File: src/rtl/csr_dma_addr_gen.sv
// csr_dma_addr_gen: multi-channel 2-D DMA address generator.
// Each channel walks a descriptor of `loop` lines of `len` beats, lines
// `stride` bytes apart, and offers bursts to a registered round-robin
// arbiter that drives a single request port.
// Optional build macro: CSR_DMA_4K_SPLIT_EN (when defined, no burst crosses
// a 4 KiB address boundary).
module csr_dma_addr_gen #(
  parameter int unsigned NUM_CH    = 4,
  parameter int unsigned AW        = 32,
  parameter int unsigned LW        = 16,
  parameter int unsigned BPB       = 4,
  parameter int unsigned MAX_BURST = 16
) (
  input  logic                      clk,
  input  logic                      rst_n,
  input  logic [$clog2(NUM_CH)-1:0] cfg_ch,
  input  logic [AW-1:0]             cfg_baddr,
  input  logic [LW-1:0]             cfg_len,
  input  logic [LW-1:0]             cfg_loop,
  input  logic [AW-1:0]             cfg_stride,
  input  logic                      cfg_run,
  input  logic [NUM_CH-1:0]         irq_clr,
  output logic [NUM_CH-1:0]         ready,
  output logic [NUM_CH-1:0]         done,
  output logic [3*NUM_CH-1:0]       error,
  output logic                      irq,
  output logic                      req_vld,
  input  logic                      req_rdy,
  output logic [AW-1:0]             req_addr,
  output logic [7:0]                req_beats,
  output logic [$clog2(NUM_CH)-1:0] req_ch
);

  localparam int unsigned   CW         = $clog2(NUM_CH);
  localparam int unsigned   BSH        = $clog2(BPB);
  localparam logic [AW-1:0] ALIGN_MASK = AW'(BPB - 1);

  typedef enum logic [1:0] {
    CH_IDLE   = 2'd0,
    CH_ACTIVE = 2'd1,
    CH_DONE   = 2'd2
  } ch_state_e;

  // Per-channel descriptor and progress state
  ch_state_e     st_q        [NUM_CH];
  ch_state_e     st_d        [NUM_CH];
  logic [AW-1:0] line_addr_q [NUM_CH];
  logic [AW-1:0] line_addr_d [NUM_CH];
  logic [AW-1:0] cur_addr_q  [NUM_CH];
  logic [AW-1:0] cur_addr_d  [NUM_CH];
  logic [AW-1:0] stride_q    [NUM_CH];
  logic [AW-1:0] stride_d    [NUM_CH];
  logic [LW-1:0] len_q       [NUM_CH];
  logic [LW-1:0] len_d       [NUM_CH];
  logic [LW-1:0] rem_q       [NUM_CH];
  logic [LW-1:0] rem_d       [NUM_CH];
  logic [LW-1:0] lines_q     [NUM_CH];
  logic [LW-1:0] lines_d     [NUM_CH];
  logic [2:0]    err_q       [NUM_CH];
  logic [2:0]    err_d       [NUM_CH];

  // Arbiter / request port state
  logic          req_vld_q, req_vld_d;
  logic [AW-1:0] req_addr_q, req_addr_d;
  logic [7:0]    req_beats_q, req_beats_d;
  logic [CW-1:0] req_ch_q, req_ch_d;
  logic [CW-1:0] ptr_q, ptr_d;
  logic          irq_q, irq_d;

  // Acceptance of the presented burst
  logic          acc;
  logic [8:0]    acc_beats;
  logic [AW-1:0] acc_bytes;
  logic [2:0]    run_err;

  // Arbiter working signals
  logic          found;
  logic [CW-1:0] gnt;
  logic [CW-1:0] cidx;
  int unsigned   idx;
  logic [AW-1:0] sel_addr;
  logic [LW-1:0] sel_rem;
  logic [8:0]    blen;
`ifdef CSR_DMA_4K_SPLIT_EN
  logic [12:0]   room;
`endif

  // Channel update scratch
  logic [LW-1:0] rem_nx;
  logic [AW-1:0] line_nx;

  assign acc       = req_vld_q & req_rdy;
  assign acc_beats = {1'b0, req_beats_q} + 9'd1;
  assign acc_bytes = AW'(acc_beats) << BSH;
  assign run_err   = {|(cfg_baddr & ALIGN_MASK), cfg_loop == '0, cfg_len == '0};

  // Per-channel next state: launch, burst bookkeeping, completion and clear
  always_comb begin
    rem_nx  = '0;
    line_nx = '0;
    for (int unsigned c = 0; c < NUM_CH; c++) begin
      st_d[c]        = st_q[c];
      line_addr_d[c] = line_addr_q[c];
      cur_addr_d[c]  = cur_addr_q[c];
      stride_d[c]    = stride_q[c];
      len_d[c]       = len_q[c];
      rem_d[c]       = rem_q[c];
      lines_d[c]     = lines_q[c];
      err_d[c]       = err_q[c];
      case (st_q[c])
        CH_IDLE: begin
          if (cfg_run && (cfg_ch == CW'(c))) begin
            line_addr_d[c] = cfg_baddr;
            cur_addr_d[c]  = cfg_baddr;
            stride_d[c]    = cfg_stride;
            len_d[c]       = cfg_len;
            rem_d[c]       = cfg_len;
            lines_d[c]     = cfg_loop;
            err_d[c]       = run_err;
            st_d[c]        = (|run_err) ? CH_DONE : CH_ACTIVE;
          end
        end
        CH_ACTIVE: begin
          // State only advances when this channel's presented burst is taken
          if (acc && (req_ch_q == CW'(c))) begin
            rem_nx  = rem_q[c] - LW'(acc_beats);
            line_nx = line_addr_q[c] + stride_q[c];
            if (rem_nx != '0) begin
              rem_d[c]      = rem_nx;
              cur_addr_d[c] = cur_addr_q[c] + acc_bytes;
            end else if (lines_q[c] > LW'(1)) begin
              line_addr_d[c] = line_nx;
              cur_addr_d[c]  = line_nx;
              rem_d[c]       = len_q[c];
              lines_d[c]     = lines_q[c] - LW'(1);
            end else begin
              rem_d[c] = '0;
              st_d[c]  = CH_DONE;
            end
          end
        end
        CH_DONE: begin
          // Clear wins over a same-cycle run: run is only honoured in IDLE
          if (irq_clr[c]) begin
            err_d[c] = '0;
            st_d[c]  = CH_IDLE;
          end
        end
        default: st_d[c] = CH_IDLE;
      endcase
    end
  end

  // Round-robin pick and burst sizing for the next presented request
  always_comb begin
    found = 1'b0;
    gnt   = '0;
    cidx  = '0;
    idx   = 0;
    // The channel being accepted this cycle still shows pre-burst state, so
    // it is skipped; it becomes eligible again one cycle later.
    for (int unsigned i = 0; i < NUM_CH; i++) begin
      idx = 32'(ptr_q) + i;
      if (idx >= NUM_CH) idx = idx - NUM_CH;
      cidx = CW'(idx);
      if (!found && (st_q[cidx] == CH_ACTIVE) && !(acc && (req_ch_q == cidx))) begin
        found = 1'b1;
        gnt   = cidx;
      end
    end

    sel_addr = cur_addr_q[gnt];
    sel_rem  = rem_q[gnt];
    if (32'(sel_rem) > MAX_BURST) blen = 9'(MAX_BURST);
    else                          blen = 9'(sel_rem);
`ifdef CSR_DMA_4K_SPLIT_EN
    room = (13'd4096 - {1'b0, sel_addr[11:0]}) >> BSH;
    if ({4'b0, blen} > room) blen = room[8:0];
`endif

    req_vld_d   = req_vld_q;
    req_addr_d  = req_addr_q;
    req_beats_d = req_beats_q;
    req_ch_d    = req_ch_q;
    ptr_d       = ptr_q;
    if (!req_vld_q || req_rdy) begin
      req_vld_d = found;
      if (found) begin
        req_addr_d  = sel_addr;
        req_beats_d = 8'(blen - 9'd1);
        req_ch_d    = gnt;
        ptr_d       = (32'(gnt) == NUM_CH - 1) ? '0 : gnt + CW'(1);
      end
    end
  end

  // Interrupt tracks the next-cycle done vector so it aligns with done
  always_comb begin
    irq_d = 1'b0;
    for (int unsigned c = 0; c < NUM_CH; c++) begin
      if (st_d[c] == CH_DONE) irq_d = 1'b1;
    end
  end

  // Channel state registers
  always_ff @(posedge clk or negedge rst_n) begin
    if (!rst_n) begin
      for (int unsigned c = 0; c < NUM_CH; c++) begin
        st_q[c]        <= CH_IDLE;
        line_addr_q[c] <= '0;
        cur_addr_q[c]  <= '0;
        stride_q[c]    <= '0;
        len_q[c]       <= '0;
        rem_q[c]       <= '0;
        lines_q[c]     <= '0;
        err_q[c]       <= '0;
      end
    end else begin
      for (int unsigned c = 0; c < NUM_CH; c++) begin
        st_q[c]        <= st_d[c];
        line_addr_q[c] <= line_addr_d[c];
        cur_addr_q[c]  <= cur_addr_d[c];
        stride_q[c]    <= stride_d[c];
        len_q[c]       <= len_d[c];
        rem_q[c]       <= rem_d[c];
        lines_q[c]     <= lines_d[c];
        err_q[c]       <= err_d[c];
      end
    end
  end

  // Request port, arbiter pointer and interrupt registers
  always_ff @(posedge clk or negedge rst_n) begin
    if (!rst_n) begin
      req_vld_q   <= 1'b0;
      req_addr_q  <= '0;
      req_beats_q <= '0;
      req_ch_q    <= '0;
      ptr_q       <= '0;
      irq_q       <= 1'b0;
    end else begin
      req_vld_q   <= req_vld_d;
      req_addr_q  <= req_addr_d;
      req_beats_q <= req_beats_d;
      req_ch_q    <= req_ch_d;
      ptr_q       <= ptr_d;
      irq_q       <= irq_d;
    end
  end

  // Status outputs decoded from channel state
  always_comb begin
    ready = '0;
    done  = '0;
    error = '0;
    for (int unsigned c = 0; c < NUM_CH; c++) begin
      ready[c]         = (st_q[c] == CH_IDLE);
      done[c]          = (st_q[c] == CH_DONE);
      error[3*c +: 3]  = err_q[c];
    end
  end

  assign irq       = irq_q;
  assign req_vld   = req_vld_q;
  assign req_addr  = req_addr_q;
  assign req_beats = req_beats_q;
  assign req_ch    = req_ch_q;

endmodule

File: config.mk
export PLATFORM = sky130hd
export DESIGN_NAME = csr_dma_addr_gen
export DESIGN_NICKNAME = d
export VERILOG_FILES = /design/src/rtl/csr_dma_addr_gen.sv
export SDC_FILE = /design/constraint.sdc
export NUM_CORES = 2
export LEC_CHECK = 0
export ABC_AREA = 0
export CAP_MARGIN = 20
export CELL_PAD_IN_SITES_DETAIL_PLACEMENT = 1
export CELL_PAD_IN_SITES_GLOBAL_PLACEMENT = 1
export CORE_UTILIZATION = 30
export DETAILED_ROUTE_END_ITERATION = 16
export PLACE_DENSITY_LB_ADDON = 0.1
export RECOVER_POWER = 100
export SYNTH_ARGS = -nofsm -noshare
export SYNTH_HDL_FRONTEND = slang
export SYNTH_SLANG_ARGS = --single-unit
export TNS_END_PERCENT = 20
File: constraint.sdc
create_clock -name clk -period 4.31 [get_ports clk]
set_clock_uncertainty 0.1 [all_clocks]
set_input_delay 1.293 -clock clk [delete_from_list [all_inputs] [get_ports clk]]
set_output_delay 1.293 -clock clk [all_outputs]
set_load 0.02 [all_outputs]
After elaboration in Yosys (flattened, before gate mapping)
Index checks and enable logic that the tools add are counted.
- register bits after elaboration: 642
- bits in latches: 0
- bits in writable memories: 0
- bits in read-only memories: 0
- input bits: 106
- output and inout bits: 64
- logic and storage cells: 351
- memories kept: 0
- add/subtract/negate cells: 26
- multipliers: 0
- div/mod/pow operators: 0
- order comparisons: 14
- equality and inequality tests: 51
- shifts and indexed selects: 0
- muxes and demuxes: 145
- bitwise logic cells: 6
- reductions and logical operators: 71
- operators by type and width (cell ; count):
    $mux W32 ; 26
    $mux W16 ; 34
    $pmux W32 S2 ; 8
    $pmux W16 S2 ; 8
    $add A32 B11 Y32 ; 4
    $add A32 B32 Y32 ; 4
    $mux W2 ; 38
    $bmux W32 S2 ; 1
    $gt A16 B1 Y1 const B ; 4
    $reduce_bool A16 Y1 ; 4
    $sub A16 B1 Y16 const B ; 4
    $sub A16 B9 Y16 ; 4
    $bmux W16 S2 ; 1
    $logic_not A16 Y1 ; 2
    $ne A2 B2 Y1 const B ; 16
    $eq A2 B2 Y1 const B ; 13
    $ge A3 B3 Y1 const B ; 8
    $mux W3 ; 8
    $pmux W2 S3 ; 4
    $pmux W3 S2 ; 4
    $reduce_and A3 Y1 ; 8
    $eq A2 B1 Y1 const B ; 10
    $reduce_and A5 Y1 ; 4
    $logic_and A1 B1 Y1 ; 19
    other kinds (24) ; 77

Logic depth before layout (Yosys ltp)
- word-level depth: 28
- depth in mapped cells: 20
- gate-level depth less buffers: 16

Least setup slack after synthesis
Ideal clock, no wire load.
- kind: reg2reg
- start: register req_beats_q[1], in the netlist req_beats[1]
- end: register line_addr_q[65] (netlist name)
- library setup time: 119 ps
- arrival time: 4346 ps
- data required time: 4091 ps
- setup slack: -254 ps
- cell stages (with the launch flop): 19
- path buffers: 4
- period minus slack after synthesis: 4564 ps
- path through: dfrtp_1 ha_1 nand3_1 nor2_1 xor2_1 inv_1 ha_1 clkbuf_1 nand2_1 o31ai_1 mux2_2 or4_4 nor4_4 a31o_2 buf_4 nor2_2 buf_6 buf_4 o21a_1
- word-level cells in the longest chain between the ends: 5
- ends and longest elaborated chain (element ; line ; RTL):
    start: declaration ; 65 ; logic [7:0] req_beats_q, req_beats_d;
    start signal: assignment ; 244 ; req_beats_q <= req_beats_d;
    $add A8 B1 Y9 ; 93 ; assign acc_beats = {1'b0, req_beats_q} + 9'd1;
    $sub A16 B9 Y16 ; 126 ; rem_nx = rem_q[c] - LW'(acc_beats);
    $reduce_bool A16 Y1 ; 128 ; if (rem_nx != '0) begin
    $ne A2 B2 Y1 (no source line) ; -- ;
    $reduce_and A5 Y1 (no source line) ; -- ;
    end signal: indexed assignment ; 221 ; line_addr_q[c] <= line_addr_d[c];
    end: declaration ; 47 ; logic [AW-1:0] line_addr_q [NUM_CH];
No other way between the ends.
A chain may end at the register's enable or synchronous reset.

Final worst setup path
- start: register req_beats_q[0], in the netlist req_beats[0]
- end: register cur_addr_q[65] (netlist name)
- word-level cells in the longest chain between the ends: 6
- elaborated cells between the ends (all ways): 8
- those cells by class: add/sub: 2; eq/ne: 1; mux: 3; reduce/logical: 2
- ends and longest elaborated chain (element ; line ; RTL):
    $add A8 B1 Y9 (*) ; 93 ;
    $sub A16 B9 Y16 (*) ; 126 ;
    $reduce_bool A16 Y1 (*) ; 128 ;
    $mux W32 ; 128 ;
    $mux W32 ; 125 ; if (acc && (req_ch_q == CW'(c))) begin
    $pmux W32 S2 ; 110 ; case (st_q[c])
    end signal: indexed assignment ; 222 ; cur_addr_q[c] <= cur_addr_d[c];
    end: declaration ; 49 ; logic [AW-1:0] cur_addr_q [NUM_CH];
Mark *: on every way between the ends. The rest lies on a longest branch, timed or not. The select of a mux whose other input is x is not followed.

==> results.json <==
{
  "outcome": "complete, but fails checks",
  "violations": "capacitance limit, slew limit, setup timing",
  "fin_crit_sh_pct": 103,
  "slowest_delay_ns": 0.53,
  "antenna_found_initial": 23,
  "p_leak_nw": 23.5,
  "maxSlewHeadroom_pct": -35.6,
  "worstSetupStartpointType": "register",
  "fmax_ghz": 0.226,
  "via_count": 41500,
  "grt_max_degree": 99,
  "clock_latency_ns": 0.68,
  "multi_input_area_um2": 25900,
  "dp_hpwl_um": 146000,
  "syn_inst": 5216,
  "ys_seq_elements": 642,
  "path_delay_family": "simple AND/OR/NAND/NOR gates",
  "drt-initial-drc-count": 3019,
  "synth_ff_type": "dfrtp_1",
  "fin_nets": 5921,
  "critPathMaxFanout": 8,
  "rsz0062_at_grt": "true",
  "total_power_mw": 44.4,
  "drt_wl_total_um": 195000,
  "yosysMostFrequentCell": "nand2_1",
  "yosys_warnings": 0,
  "drt-wirelength-per-cell_um": 25.9,
  "drc": 0,
  "synthTopCellsByArea": "dfrtp_1 38%, nand2_1 10%, ha_1 6.1%",
  "worst_slack_ns": -0.117,
  "path_buf_inv": 7,
  "root_buffer": "clkbuf_16",
  "drive_gt1_share_pct": 13.1,
  "first_pass_iters": 6,
  "first_global_vias": 41300,
  "avgSynthCellArea_um2": 8.16,
  "cts_tree": "yes",
  "cp_slowest_cell": "or4_4",
  "core_um2": 140000,
  "grt_overflow": 0,
  "crit_top_cell": "buf_12",
  "clockBufferDepth": 3,
  "synth_top_area_cell": "dfrtp_1",
  "placedCellCount": 7337,
  "grt_pass1_wl_um": 282000,
  "place_area_um2": 49000,
  "synth_common_cells": "1,153 x nand2_1, 642 x dfrtp_1, 415 x nor2_1, 398 x o21ai_0, 357 x a21oi_1",
  "final_cell_area_um2": 52900,
  "syn2layout_area_growth_pct": 24.3,
  "numClockSinks": 642,
  "die_w_um": 379,
  "dieArea_um2": 143000,
  "yosysTopAreaCellShare_pct": 37.8,
  "p_per_area_nw_per_um2": 841,
  "maxCapViolations": 3,
  "hold_viol": 0,
  "end_kind": "register",
  "period_needed_ns": 4.43,
  "yosysUniqueCellTypes": 95,
  "syn_nets": 5540,
  "synth_area_um2": 42500,
  "rows": 137,
  "postCtsHoldBufs": 0,
  "drt.antenna.violating_nets": 0,
  "fillCellCount": 16400,
  "stdcell_count": 7545,
  "grt_use_total_pct": 26.5,
  "hp-class": "reg -> reg",
  "drv_slew": 172,
  "async_reset_ff_share_pct": 100,
  "vias_per_cell": 5.50,
  "regArea_um2": 16100,
  "path_cells": "ha_4 > nand3_4 > buf_6 > xnor2_4 > inv_2 > ha_4 > and3_4 > a22oi_2 > o31ai_2 > mux2_2 > or4_4 > nor4_4 > buf_6 > buf_12 > a31o_4 > nor2_4 > buf_12 > buf_12 > clkbuf_16 > o21a_1",
  "die_h_um": 379,
  "start_util_pct": 30.4,
  "cts_buffers": 87,
  "numPortBuffers": 169,
  "ys_seq_area_share_pct": 37.8,
  "cts.clk_slew.worst_paths_ns": 0.06,
  "worst_pin_slew_ns": 2.03,
  "gp_congestion": 0.890,
  "synth_edf_count": 0,
  "cp.required_ns": 4.77,
  "pre_cts_ws_ns": -0.316,
  "cts_htree_levels": 3,
  "utilization_pct": 37.7,
  "report.final.setup_viol": 28,
  "top_level_ports": 170,
  "crit_type": "reg -> reg",
  "cp.arrival_ns": 4.89,
  "peakVddDrop_mv": 0.449
}
cell type report:
cell class / instances / area share [%]
Tap cell: 1876 / 4.44
Antenna cell: 5 / 0.0237
Inverter: 98 / 0.710
Sequential cell: 642 / 30.4
Clock inverter: 29 / 0.473
Multi-Input combinational cell: 4195 / 49.0
Clock buffer: 127 / 4.80
Timing Repair Buffer: 573 / 10.2
power by group:
part / switching (mW) / leakage [nW] / total (mW) / internal (mW)
Combinational: 15.1 / 14.3 / 25.5 / 10.5
Clock: 3.06 / 1.39 / 7.36 / 4.30
Sequential: 2.96 / 7.79 / 11.6 / 8.59
Total: 21.1 / 23.5 / 44.4 / 23.4
registers in the layout, indices dropped and copies added, names as in the netlist, 2 cells and up:
| signal | count |
|---|---|
| len_q | 64 |
| error | 12 |
| req_addr | 32 |
| lines_q | 64 |
| st_q | 8 |
| rem_q | 64 |
| cur_addr_q | 128 |
| ptr_q | 2 |
| stride_q | 128 |
| line_addr_q | 128 |
| req_ch | 2 |
| req_beats | 8 |
worst paths after layout:
check,cells past startpoint,start,slack (ns),to
setup / recovery,20,req_beats[0],-0.12,cur_addr_q[65]
hold / removal,2,len_q[19],0.37,len_q[19]
setup reg to reg,20,req_beats[0],-0.12,cur_addr_q[65]
hold reg to reg,2,len_q[19],0.37,len_q[19]
max in group asynchronous,3,rst_n,0.34,line_addr_q[17]
min in group asynchronous,1,rst_n,1.10,len_q[44]
logic make-up after synthesis:
family,after synthesis,share of synthesized area [%]
compound gates,1502,22.4
xor+xnor,229,4.75
fa+ha+maj,218,6.62
buf+inv,379,3.54
flops,642,37.8
mux,120,3.12
simple gates,2126,21.9
tightest hold or removal path: stages (launching register included):
cell and delay [ns]:
dfrtp_1 0.34, nand2_1 0.05, nand2_1 0.05
metal layers:
layer | track usage, % | up-vias | wire, µm
met5 | 0 | - | 22
met4 | 5.88 | 4 | 3620
met3 | 3.25 | 165 | 10200
met2 | 38.5 | 906 | 82100
met1 | 41.1 | 21100 | 99400
li1 | - | 19300 | -
cells in the final DEF (no fill, tap or decap), types with 34 or more instances in the layout:
master,instances
nand2b_1,36
clkbuf_1,34
clkdlybuf4s50_1,101
and3_1,48
mux2i_1,63
a31oi_1,108
a211oi_1,56
o21a_1,62
nand4_1,40
nor4_1,37
ha_1,189
nand2_1,1147
buf_4,289
xor2_1,100
o31ai_1,38
dlygate4sd3_1,67
o21ai_0,384
a21oi_1,346
clkbuf_16,98
nand3_1,117
inv_1,90
dfrtp_1,638
xnor2_1,119
mux2_2,44
o211ai_1,65
nor2_1,409
buf_12,37
nor2b_1,39
nor3_1,77
a21o_1,106
metrics by stage:
stage	hold slack [ns]	TNS, ns
2_1_floorplan	0.342	0
4_1_cts	0.377	-0.322
6_report	0.373	-1.24
5_1_grt	0.400	-26.64
3_3_place_gp	0.360	-9.52
3_5_place_dp	0.363	-10.59
timing repair:
item	CTS	global route
pin swaps	1	41
cloned	0	10
setup buffers	1	38
endpoints found under the setup margin	173	353
gates resized for setup	21	152
hold endpoints to repair	0	0
No activity file was read; power rests on OpenSTA's default activity.
